<file path="config.mk">
export PLATFORM = sky130hd
export DESIGN_NAME = draw_cmd_writer
export DESIGN_NICKNAME = d
export VERILOG_FILES = /design/src/rtl/draw_pkg.sv /design/src/rtl/draw_coord_norm.sv /design/src/rtl/draw_cmd_writer.sv
export SDC_FILE = /design/constraint.sdc
export NUM_CORES = 1
export LEC_CHECK = 0
export CORE_ASPECT_RATIO = 1.4
export CORE_UTILIZATION = 30
export CTS_BUF_LIST = sky130_fd_sc_hd__clkbuf_4 sky130_fd_sc_hd__clkbuf_8
export CTS_CLUSTER_SIZE = 14
export DETAILED_ROUTE_END_ITERATION = 8
export MAX_ROUTING_LAYER = met4
export PLACE_DENSITY = 0.48
export SLEW_MARGIN = 25
export SYNTH_ARGS = -nofsm -noshare
export SYNTH_HDL_FRONTEND = slang
export SYNTH_SLANG_ARGS = --single-unit
</file>
<file path="constraint.sdc">
create_clock -name clk -period 3.1 [get_ports clk]
set_input_delay 0.31 -clock clk [delete_from_list [all_inputs] [get_ports clk]]
set_output_delay 0.31 -clock clk [all_outputs]
set_load 0.005 [all_outputs]
</file>
<file path="src/rtl/draw_pkg.sv">
// Shared definitions for the DrawUnit command interface: opcodes, packet sizes,
// default screen bounds and header field positions.
package draw_pkg;

   localparam logic [3:0] OP_FILL_RECT = 4'h1;
   localparam logic [3:0] OP_PIXEL     = 4'h2;

   localparam int unsigned FILL_WORDS  = 5;
   localparam int unsigned PIXEL_WORDS = 3;

   localparam int unsigned X_MAX_DEF = 639;
   localparam int unsigned Y_MAX_DEF = 479;

   localparam int unsigned HDR_OP_LSB    = 12;
   localparam int unsigned HDR_COLOR_LSB = 9;

   typedef enum logic [1:0] {
      StIdle,
      StSend,
      StDone
   } wr_state_e;

   function automatic logic is_legal_op(logic [3:0] op);
      return (op == OP_FILL_RECT) || (op == OP_PIXEL);
   endfunction

endpackage

</file>
<file path="src/rtl/draw_coord_norm.sv">
// Clamps a coordinate pair to [0, CMAX] and orders it; a_clamp_o keeps the
// first coordinate for single-point commands.
module draw_coord_norm #(
   parameter int unsigned CMAX = 639,
   parameter int unsigned CW   = 10
) (
   input  logic [CW-1:0] a_i,
   input  logic [CW-1:0] b_i,
   output logic [CW-1:0] a_clamp_o,
   output logic [CW-1:0] lo_o,
   output logic [CW-1:0] hi_o
);

   localparam logic [CW-1:0] MaxC = CW'(CMAX);

   logic [CW-1:0] b_clamp;

   always_comb begin
      a_clamp_o = (a_i > MaxC) ? MaxC : a_i;
      b_clamp   = (b_i > MaxC) ? MaxC : b_i;
      if (a_clamp_o <= b_clamp) begin
         lo_o = a_clamp_o;
         hi_o = b_clamp;
      end else begin
         lo_o = b_clamp;
         hi_o = a_clamp_o;
      end
   end

endmodule

</file>
<file path="src/rtl/draw_cmd_writer.sv">
// Producer side of the DrawUnit command FIFO: latches one normalised request and
// streams it as header + coordinate words, stalling on the FIFO full flag.
module draw_cmd_writer
   import draw_pkg::*;
#(
   parameter int unsigned DATA_W  = 16,
   parameter int unsigned COLOR_W = 3,
   parameter int unsigned X_MAX   = X_MAX_DEF,
   parameter int unsigned Y_MAX   = Y_MAX_DEF
) (
   input  logic               clk,
   input  logic               reset,
   input  logic               req_valid,
   output logic               req_ready,
   input  logic [3:0]         req_op,
   input  logic [COLOR_W-1:0] req_color,
   input  logic [9:0]         req_x0,
   input  logic [9:0]         req_x1,
   input  logic [9:0]         req_y0,
   input  logic [9:0]         req_y1,
   input  logic               full,
   output logic               we,
   output logic [DATA_W-1:0]  data,
   output logic               busy,
   output logic               done,
   output logic               err
);

   wr_state_e state_q, state_d;
   logic [2:0]         idx_q, idx_d;
   logic [3:0]         op_q, op_d;
   logic [COLOR_W-1:0] color_q, color_d;
   logic [9:0]         xl_q, xl_d, xr_q, xr_d;
   logic [9:0]         yt_q, yt_d, yb_q, yb_d;
   logic               err_q, err_d;

   logic [9:0]        x_a, x_lo, x_hi, y_a, y_lo, y_hi;
   logic [2:0]        last_idx;
   logic [DATA_W-1:0] word;

   draw_coord_norm #(.CMAX(X_MAX), .CW(10)) u_norm_x (
      .a_i      (req_x0),
      .b_i      (req_x1),
      .a_clamp_o(x_a),
      .lo_o     (x_lo),
      .hi_o     (x_hi)
   );

   draw_coord_norm #(.CMAX(Y_MAX), .CW(10)) u_norm_y (
      .a_i      (req_y0),
      .b_i      (req_y1),
      .a_clamp_o(y_a),
      .lo_o     (y_lo),
      .hi_o     (y_hi)
   );

   assign last_idx = (op_q == OP_FILL_RECT) ? 3'(FILL_WORDS - 1) : 3'(PIXEL_WORDS - 1);
   assign err      = err_q;

   // PIXEL reuses the xl/yt slots, so words 1 and 2 are the same for both ops.
   always_comb begin
      word = '0;
      unique case (idx_q)
         3'd0: begin
            word[HDR_OP_LSB +: 4]          = op_q;
            word[HDR_COLOR_LSB +: COLOR_W] = color_q;
         end
         3'd1:    word = DATA_W'(xl_q);
         3'd2:    word = DATA_W'(yt_q);
         3'd3:    word = DATA_W'(xr_q);
         3'd4:    word = DATA_W'(yb_q);
         default: word = '0;
      endcase
   end

   always_comb begin
      state_d   = state_q;
      idx_d     = idx_q;
      op_d      = op_q;
      color_d   = color_q;
      xl_d      = xl_q;
      xr_d      = xr_q;
      yt_d      = yt_q;
      yb_d      = yb_q;
      err_d     = 1'b0;
      req_ready = 1'b0;
      we        = 1'b0;
      data      = '0;
      busy      = 1'b0;
      done      = 1'b0;

      unique case (state_q)
         StIdle: begin
            req_ready = 1'b1;
            if (req_valid) begin
               if (is_legal_op(req_op)) begin
                  op_d    = req_op;
                  color_d = req_color;
                  xl_d    = (req_op == OP_PIXEL) ? x_a : x_lo;
                  yt_d    = (req_op == OP_PIXEL) ? y_a : y_lo;
                  xr_d    = x_hi;
                  yb_d    = y_hi;
                  idx_d   = '0;
                  state_d = StSend;
               end else begin
                  err_d = 1'b1;
               end
            end
         end
         StSend: begin
            busy = 1'b1;
            data = word;
            we   = !full;
            if (we) begin
               if (idx_q == last_idx) begin
                  state_d = StDone;
               end else begin
                  idx_d = idx_q + 3'd1;
               end
            end
         end
         StDone: begin
            done    = 1'b1;
            idx_d   = '0;
            state_d = StIdle;
         end
         default: state_d = StIdle;
      endcase
   end

   always_ff @(posedge clk) begin
      if (reset) begin
         state_q <= StIdle;
         idx_q   <= '0;
         op_q    <= '0;
         color_q <= '0;
         xl_q    <= '0;
         xr_q    <= '0;
         yt_q    <= '0;
         yb_q    <= '0;
         err_q   <= 1'b0;
      end else begin
         state_q <= state_d;
         idx_q   <= idx_d;
         op_q    <= op_d;
         color_q <= color_d;
         xl_q    <= xl_d;
         xr_q    <= xr_d;
         yt_q    <= yt_d;
         yb_q    <= yb_d;
         err_q   <= err_d;
      end
   end

endmodule

</file>
==> results of run 1 <==
-- power groups by stage --
stage | Clock, W | Sequential, W | Combinational [W]
floorplan | 0 | 0.000733 | 0.000262
global placement | 0 | 0.000738 | 0.000426
detailed placement | 0 | 0.000739 | 0.000430
CTS | 0.000501 | 0.000724 | 0.000432
global route | 0.000522 | 0.000728 | 0.000481
finish | 0.000484 | 0.000724 | 0.000428
-- critical path: stages (launching register included) --
cell	delay, ps
dfxtp_1	460
inv_1	120
ha_1	230
and2_1	300
o31ai_1	380
buf_4	240
nor2_1	90
clkdlybuf4s50_1	460
-- worst max path at each step --
stage | from | to | slack (ps) | cells past startpoint
floorplan | req_x0[8] | xr_q[9] | 480 | 8
global placement | req_x1[8] | xr_q[9] | 130 | 9
detailed placement | req_x1[8] | xr_q[7] | 80 | 9
CTS | idx_q[2] | data[7] | 170 | 6
global route | idx_q[0] | data[8] | 20 | 7
finish | idx_q[0] | data[6] | 180 | 7
-- final cells by class --
type	instances	area share [%]
clock buffers	5	1.40
clock inverters	3	0.944
inverters	8	0.612
multi-input cells	383	53.3
repair buffers	95	18.3
flip-flops and latches	53	21.6
well taps	150	3.83
-- per-stage QoR --
step	hold slack, ps	util [%]	instances
after detailed placement	446	38.4	689
after CTS	461	39.3	697
after global placement	441	38.4	689
final	458	39.3	697
after global routing	481	39.3	697
after floorplan	386	-	479
-- layer usage --
layer	vias up	wire [um]	share of wire (%)
li1	1916	-	-
met1	1700	4660	44
met4	0	129	1.2
met2	75	5450	51
met5	-	0	0
met3	7	365	3.4
-- synth_stat cells (all sizes together) (2+ instances only) --
master / count
inv: 8
nor4: 6
a21o: 4
and2: 9
dfxtp: 53
nand2b: 14
o21ai: 36
a2111oi: 8
clkbuf: 17
nor2b: 7
a222oi: 10
or2: 5
nor2: 44
a22o: 9
and3: 2
a211oi: 4
nand2: 19
or3: 2
nand4: 11
nor3: 21
o21a: 3
a41oi: 2
nand3: 58
buf: 18
nor3b: 19
o211ai: 2
ha: 25
nand3b: 31
a21oi: 16
a2111o: 2
conb: 2
-- registers in the layout, indices dropped and copies added (netlist names) --
| register | flops |
|---|---|
| yb_q | 10 |
| state_q | 2 |
| yt_q | 10 |
| color_q | 3 |
| idx_q | 3 |
| xl_q | 10 |
| op_q | 4 |
| err | 1 |
| xr_q | 10 |
-- kinds of logic (layout without fill, tap and decap cells) --
kind of cell             Yosys count  count (layout)  synth area share, %
AND/OR/NAND/NOR                  253             253                 40.0
AO/OA/AOI/OAI                    101             101                 18.5
flip-flops                        53              53                 27.4
buffers and inverters             43             111                 5.46
adder cells (fa/ha/maj)           25              25                 8.07
other                              2               2                0.194
XOR/XNOR                           1               1                0.226
multiplexers                       1               1                0.258
==> flow_summary.toml, run 1 <==
[status]
status = "finished, violations left"
violations = "design-rule violations"

[clock_tree]
cts_resized = 0
clk_latency_ps = 320
cts_made_buffers = 5
clk_pin_slew_worst_paths_ps = 100
clk_path_buf_depth = 2
cts_sinks = 53
cts_tree = "built"
post_cts_buffers = 0
h-tree-depth = 2
root_buffer = "clkbuf_8"
holdBufCountCts = 0

[timing]
max_freq_ghz = 0.342
finalCritPeriodShare_pct = 94.2
setup_ws_ps = 178
max-slew-margin-rel_pct = 54.8
rsz0062_at_grt = "false"
fin_tns_setup_ps = 0
fin_skew_ps = 5.34
setup_violations = 0
maxSlewViolCount = 0
worst_pin_slew_ps = 674
hold_violations = 0
min_period_ps = 2920

[cells_and_area]
ff_latch_area_um2 = 1060
mostFrequentLayoutCells = "70 x clkdlybuf4s50_1, 58 x nand3_1, 53 x dfxtp_1, 44 x nor2_1, 32 x o21ai_0"
fin_nets = 622
final_common_cell = "clkdlybuf4s50_1"
multiInputGateArea_um2 = 2610
syn2layout_area_growth_pct = 26.6
diodes = 0
fillers = 1347
drive_gt1_share_pct = 13.0
final_area_um2 = 4910

[worst_setup_path]
worst_r2r_startpoint = "state_q[1]"
worstRegToRegCells = 5
critPathKind = "register to output pin"
worstPathArrival_ps = 2610
path_max_fanout = 11
critPathLaunchType = "register"
cp-end-kind = "output pin"
r2r_end = "xl_q[9]"
rrSetupSlack_ps = 880
required_ps = 2790

[global_routing]
track_usage_pct = 17.0
antenna_found_initial = 0
grt_pass1_wl_um = 18000
grtUsageMet3_pct = 1.48
top_usage_layer = "met2"
grt_pass1_vias = 3772
use_met1_pct = 19.7
overflow = 0
grt_max_degree = 73
grt_use_met2_pct = 31.2

[floorplan]
die-area_um2 = 13400
rows = 48
start_util_pct = 31.0
io_pins = 72
fp.dieH_um = 136
core_um2 = 12500
dieWidth_um = 98.1

[synthesis]
synth.largest_area_cell = "dfxtp_1"
ys.flop_type = "dfxtp_1"
seq_area_frac_synth_pct = 27.4
syn_area_per_cell_um2 = 8.09
syn_nets = 555
syn-cell-area_um2 = 3880
synth_seq_cells = 53
async_flop_share_pct = 0
ys_types = 53
synthesis.instances = 479
synth-edff-count = 0
synth_top_cells_by_area = "dfxtp_1 27%, ha_1 8.1%, nand3_1 7.5%"
yosys_warnings = 0
netlist.area_leader.share_pct = 27.4

[route]
avgViaCountPerCell = 5.31
wirelength_um = 10600
ant_nets = 0
vias = 3698
drt_iter0_drc = 155
drc = 4
wire_per_inst_um = 15.2
first_pass_iters = 7

[min_path]
hold_depth = 2
hp-class = "register to register"
min_from = "color_q[1]"
min_to = "color_q[1]"

[power]
power_frac_comb_pct = 26.2
power.density_nw_per_um2 = 333
swShare_pct = 30.2
pwr-share-clk_pct = 29.6
ir_drop_v = 0.000151
p_sw_w = 0.000494
internal_power_w = 0.00114
power.total_w = 0.00164
leakage_nw = 1.81
p_seq_share_pct = 44.2

[placed_design]
gp_congestion = 0.840
dpl_cell_area_um2 = 4790
port_buffers = 71
place_hpwl_um = 8250
pre_cts_slack_ps = 75.3

[run]
timing.max_cap.violations = 0
Power figures use the tool's default switching activity.
==> inputs of run 2 (changes only) <==
Settings changed: ABC_CLOCK_PERIOD_IN_PS set to 3190.
Clock period 3.1 ns to 3.19 ns, I/O delays scaled along.
==> run 2 against run 1 <==
Net effect:
- the flow still finishes with violations (design-rule violations)
- sequential cell count unchanged
- design area down 0.38%
- clock skew down 0.51 ps
- critical path type unchanged
- wire length up 1.7%
- die area unchanged
- combinational power down 3%
- final cell count down 0.72%
- global-route usage down 0.17 points
- via count down 0.65%
- worst setup slack better by 150 ps
- sequential share of layout area up 0.083 points
==> flow_summary.toml, run 2 (synthesis results as in run 1) <==
[clock_tree]
cts_sinks = 53
clk_latency_ps = 320
holdBufCountCts = 0
cts_tree = "built"
root_buffer = "clkbuf_8"
cts_made_buffers = 5
clk_pin_slew_worst_paths_ps = 100
h-tree-depth = 2
clk_path_buf_depth = 2
post_cts_buffers = 0
cts_resized = 0

[floorplan]
die-area_um2 = 13400
io_pins = 72
start_util_pct = 31.0
fp.dieH_um = 136
rows = 48
dieWidth_um = 98.1
core_um2 = 12500

[worst_setup_path]
max_stage_delay_ps = 530
worstRegToRegCells = 5
cp_slowest_cell = "clkdlybuf4s50_1"
critPathKind = "register to output pin"
rrSetupSlack_ps = 990
r2r_end = "yb_q[5]"
path_max_fanout = 11
required_ps = 2870
crit_chain = "inv_1 > ha_1 > o31ai_1 > buf_4 > nor2_1 > clkdlybuf4s50_1"
worst_r2r_startpoint = "state_q[1]"
cp-end-kind = "output pin"
worstPathArrival_ps = 2540
critPathLaunchType = "register"

[timing]
hold_ws_ps = 461
fin_skew_ps = 4.83
max-slew-margin-rel_pct = 52.2
maxSlewViolCount = 0
fin_tns_setup_ps = 0
min_period_ps = 2860
worst_pin_slew_ps = 711
rsz0062_at_grt = "false"
finalCritPeriodShare_pct = 89.7
hold_violations = 0
max_freq_ghz = 0.349
setup_violations = 0

[cells_and_area]
fillers = 1323
drive_gt1_share_pct = 12.2
mostFrequentLayoutCells = "70 x clkdlybuf4s50_1, 58 x nand3_1, 53 x dfxtp_1, 44 x nor2_1, 32 x o21ai_0"
layout.cells.non_filler = 692
final_common_cell = "clkdlybuf4s50_1"
diodes = 0
syn2layout_area_growth_pct = 26.1
final_area_um2 = 4890
fin_nets = 617

[global_routing]
antenna_found_initial = 0
grt_max_degree = 73
track_usage_pct = 16.8
grt_pass1_vias = 3609
grt_pass1_wl_um = 17600
overflow = 0

[status]
violations = "design-rule violations"
status = "finished, violations left"

[run]
timing.max_cap.violations = 0

[route]
met3_length_um = 340
avgViaCountPerCell = 5.31
first_pass_iters = 7
ant_nets = 0
wl_met2_um = 5590
wl_met1_um = 4720
drc = 4
drt_iter0_drc = 194
wirelength_um = 10800
top_layer = "met4"
vias = 3674
wire_per_inst_um = 15.6

[min_path]
hold_depth = 2
hp-class = "register to register"
min_from = "color_q[2]"
min_to = "color_q[2]"

[power]
ir_drop_v = 0.000277
leakage_nw = 1.80
power.density_nw_per_um2 = 340

[placed_design]
gp_congestion = 0.832
place_hpwl_um = 8260
port_buffers = 71
dp_cells = 684
dpl_cell_area_um2 = 4750
-- run 2: worst max-delay path by stage --
stage	from	end	cells past startpoint
global placement	req_x1[9]	xr_q[9]	9
CTS	idx_q[2]	data[9]	6
floorplan	req_x0[8]	xr_q[9]	8
finish	idx_q[2]	data[6]	6
global route	req_x0[8]	xr_q[7]	10
detailed placement	req_x1[9]	xr_q[9]	9
-- run 2: layer usage --
| metal | vias to the layer above | GRT usage, % |
|---|---|---|
| met1 | 1694 | 19.4 |
| met2 | 77 | 30.9 |
| met4 | 0 | 4.55 |
| met5 | - | - |
| li1 | 1898 | - |
| met3 | 5 | 1.69 |
-- run 2: report_power, final --
group / switching [W] / total, W / internal, W
clock: 0.000230 / 0.000542 / 0.000312
sequential: 0.0000162 / 0.000703 / 0.000687
combinational: 0.000231 / 0.000414 / 0.000182
total: 0.000478 / 0.00166 / 0.00118
-- run 2: cell type report --
class                      count  area [um2]  share of cell area (%)
sequential                    53        1060                    21.7
timing repair buffer          90         861                    17.6
tap                          150         188                    3.84
multi-input combinational    383        2610                    53.5
clock inverter                 3        65.1                    1.33
inverter                       8        30.0                   0.614
clock buffer                   5        68.8                    1.41
-- run 2: through the flow --
step           total power (W)  utilization, %  setup slack, ps
6_report               0.00166            39.1              327
5_1_grt                0.00175            39.1              143
4_1_cts                0.00168            39.1              281
3_5_place_dp           0.00113            38.1              107
3_3_place_gp           0.00113            38.1              157
2_1_floorplan         0.000967               -              557
-- run 2: critical path, delay by kind of cell (launching register included) --
family | cells | cell delay [ps]
compound gates | 1 | 140
fa+ha+maj | 1 | 480
simple gates | 1 | 190
flops | 1 | 380
buf+inv | 3 | 1020
